### src/rtl/tapper_pkg.sv
`default_nettype none
// +----------------------------------------------------------------------+
// | Package : tapper_pkg                                                 |
// | Shared types and address-map constants for the Tapper download path. |
// | Rev     : 1.0                                                        |
// +----------------------------------------------------------------------+
package tapper_pkg;

  // Destination of a downloaded byte
  typedef enum logic [1:0] {
    P1 = 2'd0,  // main/sound code, SDRAM port1
    P2 = 2'd1,  // sprite graphics, SDRAM port2
    BG = 2'd2   // bg/char graphics, BRAM download bus
  } region_t;

  // Download sequencer states
  typedef enum logic [1:0] {
    IDLE     = 2'd0,
    ISSUE    = 2'd1,
    WAIT_ACK = 2'd2,
    FINISH   = 2'd3
  } state_t;

  // Default region bases, shared with emu
  localparam logic [24:0] c_sp_base = 25'h12000;
  localparam logic [24:0] c_bg_base = 25'h32000;

  // Map a byte address onto its destination region
  function automatic region_t region_of(input logic [24:0] addr,
                                        input logic [24:0] sp_base,
                                        input logic [24:0] bg_base);
    region_t r;
    if (addr < sp_base)      r = P1;
    else if (addr < bg_base) r = P2;
    else                     r = BG;
    return r;
  endfunction

endpackage
`default_nettype wire

### src/rtl/toggle_hs.sv
`default_nettype none
// +----------------------------------------------------------------------+
// | Module  : toggle_hs                                                  |
// | Toggle req/ack handshake for one SDRAM port with an ack timeout.     |
// | Rev     : 1.0                                                        |
// +----------------------------------------------------------------------+
module toggle_hs #(
  parameter logic [7:0] ACK_TIMEOUT = 8'd255
) (
  input  logic clk_sys,
  input  logic RESET,
  input  logic start,
  input  logic ack,
  output logic req,
  output logic busy,
  output logic timeout
);

  logic       r_req;
  logic       r_ack_fix;  // flipped on timeout so a lost ack no longer counts as outstanding
  logic [7:0] r_cnt;

  assign req     = r_req;
  assign busy    = r_req ^ ack ^ r_ack_fix;
  assign timeout = busy & (r_cnt == ACK_TIMEOUT);

  // Request toggle, ack shadow correction and saturating wait counter
  always_ff @(posedge clk_sys) begin
    if (RESET) begin
      r_req     <= 1'b0;
      r_ack_fix <= 1'b0;
      r_cnt     <= 8'd0;
    end else begin
      if (start) begin
        r_req <= ~r_req;
        r_cnt <= 8'd0;
      end else if (busy && (r_cnt != ACK_TIMEOUT)) begin
        r_cnt <= r_cnt + 8'd1;
      end
      if (timeout) r_ack_fix <= ~r_ack_fix;
    end
  end

endmodule
`default_nettype wire

### src/rtl/rom_dl_ctrl.sv
`default_nettype none
// +----------------------------------------------------------------------+
// | Module  : rom_dl_ctrl                                                |
// | ROM download sequencer: ioctl stream -> SDRAM ports / BRAM bus, and  |
// | game reset generation.                                               |
// | Rev     : 1.0                                                        |
// +----------------------------------------------------------------------+
module rom_dl_ctrl
  import tapper_pkg::*;
#(
  parameter logic [24:0] SP_BASE     = c_sp_base,
  parameter logic [24:0] BG_BASE     = c_bg_base,
  parameter logic [15:0] HOLD_CYCLES = 16'hFFFF,
  parameter logic [7:0]  ACK_TIMEOUT = 8'd255
) (
  input  logic        clk_sys,
  input  logic        RESET,
  input  logic        ext_reset,
  input  logic        ioctl_download,
  input  logic        ioctl_wr,
  input  logic [24:0] ioctl_addr,
  input  logic [7:0]  ioctl_dout,
  output logic        ioctl_wait,
  output logic        port1_req,
  input  logic        port1_ack,
  output logic [22:0] port1_a,
  output logic [1:0]  port1_ds,
  output logic [15:0] port1_d,
  output logic        port1_we,
  output logic        port2_req,
  input  logic        port2_ack,
  output logic [22:0] port2_a,
  output logic [1:0]  port2_ds,
  output logic [15:0] port2_d,
  output logic        port2_we,
  output logic        dl_wr,
  output logic [24:0] dl_addr,
  output logic [7:0]  dl_data,
  output logic        rom_loaded,
  output logic        core_reset,
  output logic        dl_err
);

  state_t      r_state;
  region_t     r_sel;
  logic        r_wr_d, r_dl_d, r_fin_pend, r_wrote;
  logic [15:0] r_hold;

  region_t     w_region;
  logic        w_evt, w_dl_fall, w_dl_rise;
  logic        w_start1, w_start2, w_busy1, w_busy2, w_to1, w_to2;
  logic        w_busy, w_timeout, w_rst_terms;
  logic [18:0] w_sp_off;  // sprite offsets never exceed 19 bits
  logic [24:0] w_bg_off;

  assign w_evt     = ioctl_wr & ~r_wr_d;
  assign w_dl_fall = r_dl_d & ~ioctl_download;
  assign w_dl_rise = ~r_dl_d & ioctl_download;
  assign w_region  = region_of(ioctl_addr, SP_BASE, BG_BASE);
  assign w_sp_off  = 19'(ioctl_addr - SP_BASE);
  assign w_bg_off  = ioctl_addr - BG_BASE;

  // Start pulses are combinational so the req toggle lands one cycle after the event
  assign w_start1  = (r_state == IDLE) & w_evt & (w_region == P1);
  assign w_start2  = (r_state == IDLE) & w_evt & (w_region == P2);
  assign w_busy    = (r_sel == P2) ? w_busy2 : w_busy1;
  assign w_timeout = (r_sel == P2) ? w_to2 : w_to1;

  assign port1_we  = ioctl_download | (r_state != IDLE);
  assign port2_we  = ioctl_download | (r_state != IDLE);

  toggle_hs #(.ACK_TIMEOUT(ACK_TIMEOUT)) u_hs1 (
    .clk_sys (clk_sys),
    .RESET   (RESET),
    .start   (w_start1),
    .ack     (port1_ack),
    .req     (port1_req),
    .busy    (w_busy1),
    .timeout (w_to1)
  );

  toggle_hs #(.ACK_TIMEOUT(ACK_TIMEOUT)) u_hs2 (
    .clk_sys (clk_sys),
    .RESET   (RESET),
    .start   (w_start2),
    .ack     (port2_ack),
    .req     (port2_req),
    .busy    (w_busy2),
    .timeout (w_to2)
  );

  // Download sequencer: decode, issue, wait for ack, close the session
  always_ff @(posedge clk_sys) begin
    if (RESET) begin
      r_state    <= IDLE;
      r_sel      <= P1;
      r_wr_d     <= 1'b0;
      r_dl_d     <= 1'b0;
      r_fin_pend <= 1'b0;
      r_wrote    <= 1'b0;
      ioctl_wait <= 1'b0;
      port1_a    <= '0;
      port1_ds   <= '0;
      port1_d    <= '0;
      port2_a    <= '0;
      port2_ds   <= '0;
      port2_d    <= '0;
      dl_wr      <= 1'b0;
      dl_addr    <= '0;
      dl_data    <= '0;
      rom_loaded <= 1'b0;
      dl_err     <= 1'b0;
    end else begin
      r_wr_d <= ioctl_wr;
      r_dl_d <= ioctl_download;
      dl_wr  <= 1'b0;
      if (w_dl_rise) r_wrote <= 1'b0;
      case (r_state)
        IDLE: begin
          if (w_evt) r_wrote <= 1'b1;
          if (w_evt && (w_region != BG)) begin
            r_state    <= ISSUE;
            r_sel      <= w_region;
            ioctl_wait <= 1'b1;
            if (w_region == P1) begin
              port1_a  <= ioctl_addr[23:1];
              port1_ds <= {ioctl_addr[0], ~ioctl_addr[0]};
              port1_d  <= {ioctl_dout, ioctl_dout};
            end else begin
              port2_a  <= {4'd0, w_sp_off[18:17], w_sp_off[14:0], w_sp_off[16]};
              port2_ds <= {w_sp_off[15], ~w_sp_off[15]};
              port2_d  <= {ioctl_dout, ioctl_dout};
            end
            if (w_dl_fall) r_fin_pend <= 1'b1;
          end else begin
            if (w_evt) begin
              dl_wr   <= 1'b1;
              dl_addr <= w_bg_off;
              dl_data <= ioctl_dout;
            end
            if (w_dl_fall || r_fin_pend) begin
              r_state    <= FINISH;
              r_fin_pend <= 1'b0;
            end
          end
        end
        ISSUE: begin
          r_state <= WAIT_ACK;
          if (w_dl_fall) r_fin_pend <= 1'b1;
        end
        WAIT_ACK: begin
          if (w_dl_fall) r_fin_pend <= 1'b1;
          if (!w_busy) begin
            r_state    <= IDLE;
            ioctl_wait <= 1'b0;
          end else if (w_timeout) begin
            dl_err     <= 1'b1;
            r_state    <= IDLE;
            ioctl_wait <= 1'b0;
          end
        end
        FINISH: begin
          if (r_wrote) rom_loaded <= 1'b1;
          r_wrote <= 1'b0;
          r_state <= IDLE;
        end
        default: r_state <= IDLE;
      endcase
    end
  end

  assign w_rst_terms = RESET | ext_reset | ioctl_download | ~rom_loaded;
  assign core_reset  = w_rst_terms | (r_hold != 16'd0);

  // Post-load reset hold: reload while any reset source is active, then count out
  always_ff @(posedge clk_sys) begin
    if (w_rst_terms)          r_hold <= HOLD_CYCLES;
    else if (r_hold != 16'd0) r_hold <= r_hold - 16'd1;
  end

endmodule
`default_nettype wire
### config.mk
export PLATFORM = sky130hd
export DESIGN_NAME = rom_dl_ctrl
export DESIGN_NICKNAME = d
export VERILOG_FILES = /design/src/rtl/tapper_pkg.sv /design/src/rtl/toggle_hs.sv /design/src/rtl/rom_dl_ctrl.sv
export SDC_FILE = /design/constraint.sdc
export NUM_CORES = 1
export LEC_CHECK = 0
export CAP_MARGIN = 20
export CORE_MARGIN = 2
export CORE_UTILIZATION = 44
export CTS_CLUSTER_DIAMETER = 60
export DETAILED_ROUTE_END_ITERATION = 16
export PLACE_DENSITY = 0.73
export SETUP_SLACK_MARGIN = 0.3
export SLEW_MARGIN = 20
export SYNTH_ARGS = -nofsm -noshare
export SYNTH_HDL_FRONTEND = slang
export SYNTH_SLANG_ARGS = --single-unit
export TNS_END_PERCENT = 10
### constraint.sdc
create_clock -name clk_sys -period 2.2 [get_ports clk_sys]
set_input_delay 0.33 -clock clk_sys [delete_from_list [all_inputs] [get_ports clk_sys]]
set_output_delay 0.33 -clock clk_sys [all_outputs]
set_load 0.01 [all_outputs]
==> results list <==
- Run status: finished, final reports clean
- Global routing finished with a remaining overflow of 0.
- Counting the buffers created by CTS gives 17.
* Worst path max stage delay: 330 ps
- After detailed routing, the number of remaining DRC violations is 0.
- Number of hold buffers added after CTS: 0
- Of the total synthesized cell area, the portion taken by XOR and XNOR cells is 5.50%.
- Post-route fraction of the period consumed by the critical path: 89.6%
- In the synthesized netlist the async set-or-reset flop fraction comes to 0%.
- In this run the biggest area consumer among cell types represents 45.4% of the synthesized area.
- Largest family of logic cells by synthesized area: simple AND/OR/NAND/NOR gates
- Die W: between 100 and 150 um
- DR vias: 5593
- Global-route wire length before repair: 26300 um
* Net count, final: 945
* Number of placed I/O pins: 164
- Total internal power: 0.00517 W
* Detailed-routing wirelength on met1: 7270 um
* Number of enable flip-flop cells after synthesis: 0
- Global routing consumed, over all layers together, 22.2% of the routing resources.
- Initial Util: approximately 45%
* Shortest clock period the worst path allows after layout: about 2000 ps
* Tightest hold margin: approximately 350 ps
- Fill cells in the final layout number 1054.
- Compared with the post-synthesis result, the final layout area differs by 45.7%.
- The die covers between 0.015 and 0.02 sq mm.
- Fraction of power consumed by sequential logic: 39.7%
* GPL Wtd Cong: 0.801
- Tracing the worst setup path back leads to its startpoint at r_hold[0].
- Setup slack of the most critical reg-to-reg path: 240 ps
* Largest net degree at the start of global routing: 76
- Start of the worst register-to-register path: r_state[0]
- Slowest cell on the critical path: sky130_fd_sc_hd__dfxtp_2
* Buffers added on ports: 158
- Summing the areas of all and, or, nand and nor instances in the mapped netlist gives 22.4% of the synthesized area.
- Routed via count divided by cell count: 5.14
- Number of unique standard cell types used by synthesis: 63
* Combinational Power Share: 16.4%
- For this run, the detailed router's first-pass iteration total came to 5.
* Reported leakage power: 3.29 nW
- After clock tree synthesis, the clock-pin slew on the worst setup and hold paths is about 60 ps.
* CTS tree: done
* Hold Startpoint: RESET
- Top area cells in the synthesized netlist: sky130_fd_sc_hd__dfxtp_1, sky130_fd_sc_hd__nand2_1, sky130_fd_sc_hd__a21oi_1
- Final Hold Fails: 0
- Worst setup EP type: primary output
- The count of nets left with antenna violations once routing finished came out at 0.
* Cell count of the worst reg-to-reg path: 9
- Across the VDD grid, the largest voltage drop is 0.669 mV.
* Mux share of post-synthesis cell area: 0.800%
- Commonest register cell after synthesis: sky130_fd_sc_hd__dfxtp_1
- Measured along the y axis, the die boundary spans roughly 120 um.
- Wirelength per Cell: 15.7 um
- Number of antenna cells inserted: 0
- In this run, synthesis produced a sequential element count of between 100 and 150.
* Clock latency on the worst-skew pair: 420 ps
* Capture instance of the worst register-to-register path: port1_ds[0]
- For the worst setup path, the data required time is 1870 ps.
* Synthesized instance count: 708
- Along the worst path, the maximum fanout reaches 2.
- Placement row count: 43
* Portion of the post-synthesis area used by sequential elements: approximately 45%
* Clock Sinks: 142
* Final setup violation count: 0
- Post-detailed-placement half-perimeter wirelength: 11700 um
* Power per Cell Area: 765 mW/mm^2
- Number of antenna violations at the first check in global routing: 0
- Peak clock frequency supported by timing: around 0.51 GHz
- Proportion of power drawn by the clock network: 43.9%
* RSZ-0062 raised after global routing: yes
* WL met3: 995 um
- The worst hold path belongs to the class in -> reg.
- Summing the areas of all fa, ha and maj instances in the mapped netlist gives 2.00% of the synthesized area.
- On the final layout, the worst clock skew is 8.79 ps.
- Tot Pwr: 0.00698 W
- After detailed routing, the total wire length is 17100 um.
- Traced cell by cell, the critical path runs through inv_2, ha_4, nor3b_4, and2_4, and2_4, nand2_2, buf_6.
- Tightest slew margin relative to the limit: 38.0%
- Final Max Slew Viols: 0
- Following the worst setup path forward leads to its endpoint at core_reset.
- The Yosys step of the flow raised 0 warnings.
- Floorplan core area: 0.0139 sq mm
* Classification of the worst setup path: reg -> out
- Among the stages of the critical path, the cell type that occurs most often is sky130_fd_sc_hd__and2_4.
- The number of global-route vias before repair was between 5000 and 6000.
* Clock root buffer: sky130_fd_sc_hd__clkbuf_16
- Compound-Gate Fraction of Synth Area: 16.0%
- Critical Path AT: 1640 ps
- CTS built an H-tree with a depth of 4.
- Met2 routed WL: 8560 um
* Maximum number of buffers from clock root to sink: 2
- Uppermost layer routed: met4
- After synthesis, the mean cell area works out to between 8 and 9 sq um.
* Startpoint kind of the worst setup timing path: flip-flop
* Synth Cell Area: 0.00625 sq mm
- Actual slew at the worst max-slew pin: just over 900 ps
- The analysis attributes to net switching a power of 0.00180 W.
- Iteration-0 DRC Markers: between 200 and 300
- Max-cap check violation count: 0
* Switching portion of total power: 25.8%
- Summed over all instances, the cell type with the most area after synthesis is sky130_fd_sc_hd__dfxtp_1.
* Layout cells sized above 1: around a quarter
## cell usage after synthesis, types with 11 or more instances
master / instances
sky130_fd_sc_hd__dfxtp_1: 142
sky130_fd_sc_hd__nand2_1: 126
sky130_fd_sc_hd__a21oi_1: 62
sky130_fd_sc_hd__nor2_1: 52
sky130_fd_sc_hd__o21ai_0: 29
sky130_fd_sc_hd__buf_4: 27
sky130_fd_sc_hd__xnor2_1: 22
sky130_fd_sc_hd__a21oi_2: 21
sky130_fd_sc_hd__nand2_2: 21
sky130_fd_sc_hd__clkbuf_1: 17
sky130_fd_sc_hd__inv_1: 14
sky130_fd_sc_hd__nand3_1: 13
sky130_fd_sc_hd__xor2_1: 12
sky130_fd_sc_hd__nor3_1: 11
## sequential cells by signal, summed over array words and instances, names as in the netlist, 8 cells and up
| name | flops |
|---|---|
| port1_d | 8 |
| dl_data | 8 |
| u_hs1.r_cnt | 8 |
| r_hold | 16 |
| dl_addr | 25 |
| u_hs2.r_cnt | 8 |
| port1_a | 23 |
| port2_a | 18 |
| port2_d | 8 |
## what timing repair did
action,in CTS,in global routing
gates cloned,0,1
gates resized for setup,36,28
pin swaps,12,12
endpoints found under the setup margin,96,116
setup buffers,11,7
## worst min-delay path by stage
stage,end,cells past startpoint
2_1_floorplan,dl_addr[13],1
3_3_place_gp,port2_a[16],2
3_5_place_dp,port2_a[16],2
4_1_cts,r_hold[6],4
5_1_grt,r_hold[11],4
6_report,r_hold[7],4
## cell type report
cell class | count | area, sq um | share of cell area [%]
Multi-Input combinational cell | 494 | 3130 | 34.3
Sequential cell | 142 | 2860 | 31.3
Timing Repair Buffer | 226 | 2210 | 24.3
Clock inverter | 15 | 209 | 2.29
Tap cell | 180 | 225 | 2.47
Clock buffer | 17 | 425 | 4.67
Inverter | 14 | 57.6 | 0.631
## worst max-delay path, delay by kind of cell, from the launching register on
kind                       cells  cell delay [ps]
buffers and inverters          2              210
adders and majority gates      1              130
and+or+nand+nor                4              560
DFF                            1              330
## layer usage
metal | GRT usage (%) | up-vias
met3 | 5.58 | 21
met5 | 0 | -
met4 | 7.46 | 0
met1 | 27.5 | 2670
met2 | 37.5 | 173
li1 | - | 2729
## logic make-up (layout without fill, tap and decap cells)
kind of cell	after synthesis	in the layout
flip-flops	142	142
buffers and inverters	76	272
multiplexers	5	5
other	1	5
adder cells (fa/ha/maj)	10	10
AO/OA/AOI/OAI	148	148
AND/OR/NAND/NOR	290	290
XOR/XNOR	36	36
## power by group through the flow
stage,logic [W],registers [W],clock network [W]
after CTS,0.00109,0.00277,0.00312
after global placement,0.00103,0.00283,0
after floorplan,0.000574,0.00286,0
after detailed placement,0.00106,0.00283,0
after global routing,0.00124,0.00278,0.00323
final,0.00114,0.00277,0.00306
## through the flow
step                instances  instance area, sq um  setup slack (ps)  util (%)  setup TNS [ps]
finish                   1088                  9110               228      65.7               0
global route             1088                  9110               143      65.7               0
CTS                      1080                  8940               264      64.4               0
detailed placement       1037                  8140              -256      58.6          -19420
global placement         1037                  8140              -225      58.6          -16930
floorplan                 712                  6300               244         -               0
## cells in the final DEF (no fill, tap or decap), types with 9 or more instances in the layout
cell type,synthesis,layout
sky130_fd_sc_hd__dfxtp_1,142,136
sky130_fd_sc_hd__clkdlybuf4s50_1,0,151
sky130_fd_sc_hd__clkbuf_16,0,18
sky130_fd_sc_hd__nand2b_1,9,9
sky130_fd_sc_hd__xor2_1,12,12
sky130_fd_sc_hd__nand3_1,13,13
sky130_fd_sc_hd__a211oi_2,8,9
sky130_fd_sc_hd__nor3_1,11,11
sky130_fd_sc_hd__o21ai_0,29,23
sky130_fd_sc_hd__a21oi_2,21,24
sky130_fd_sc_hd__nand2_2,21,23
sky130_fd_sc_hd__nor2_1,52,51
sky130_fd_sc_hd__a21oi_1,62,58
sky130_fd_sc_hd__buf_4,27,54
sky130_fd_sc_hd__nand2_1,126,124
sky130_fd_sc_hd__xnor2_1,22,22
sky130_fd_sc_hd__inv_1,14,10
sky130_fd_sc_hd__a211oi_1,10,9
Power figures use the tool's default switching activity.
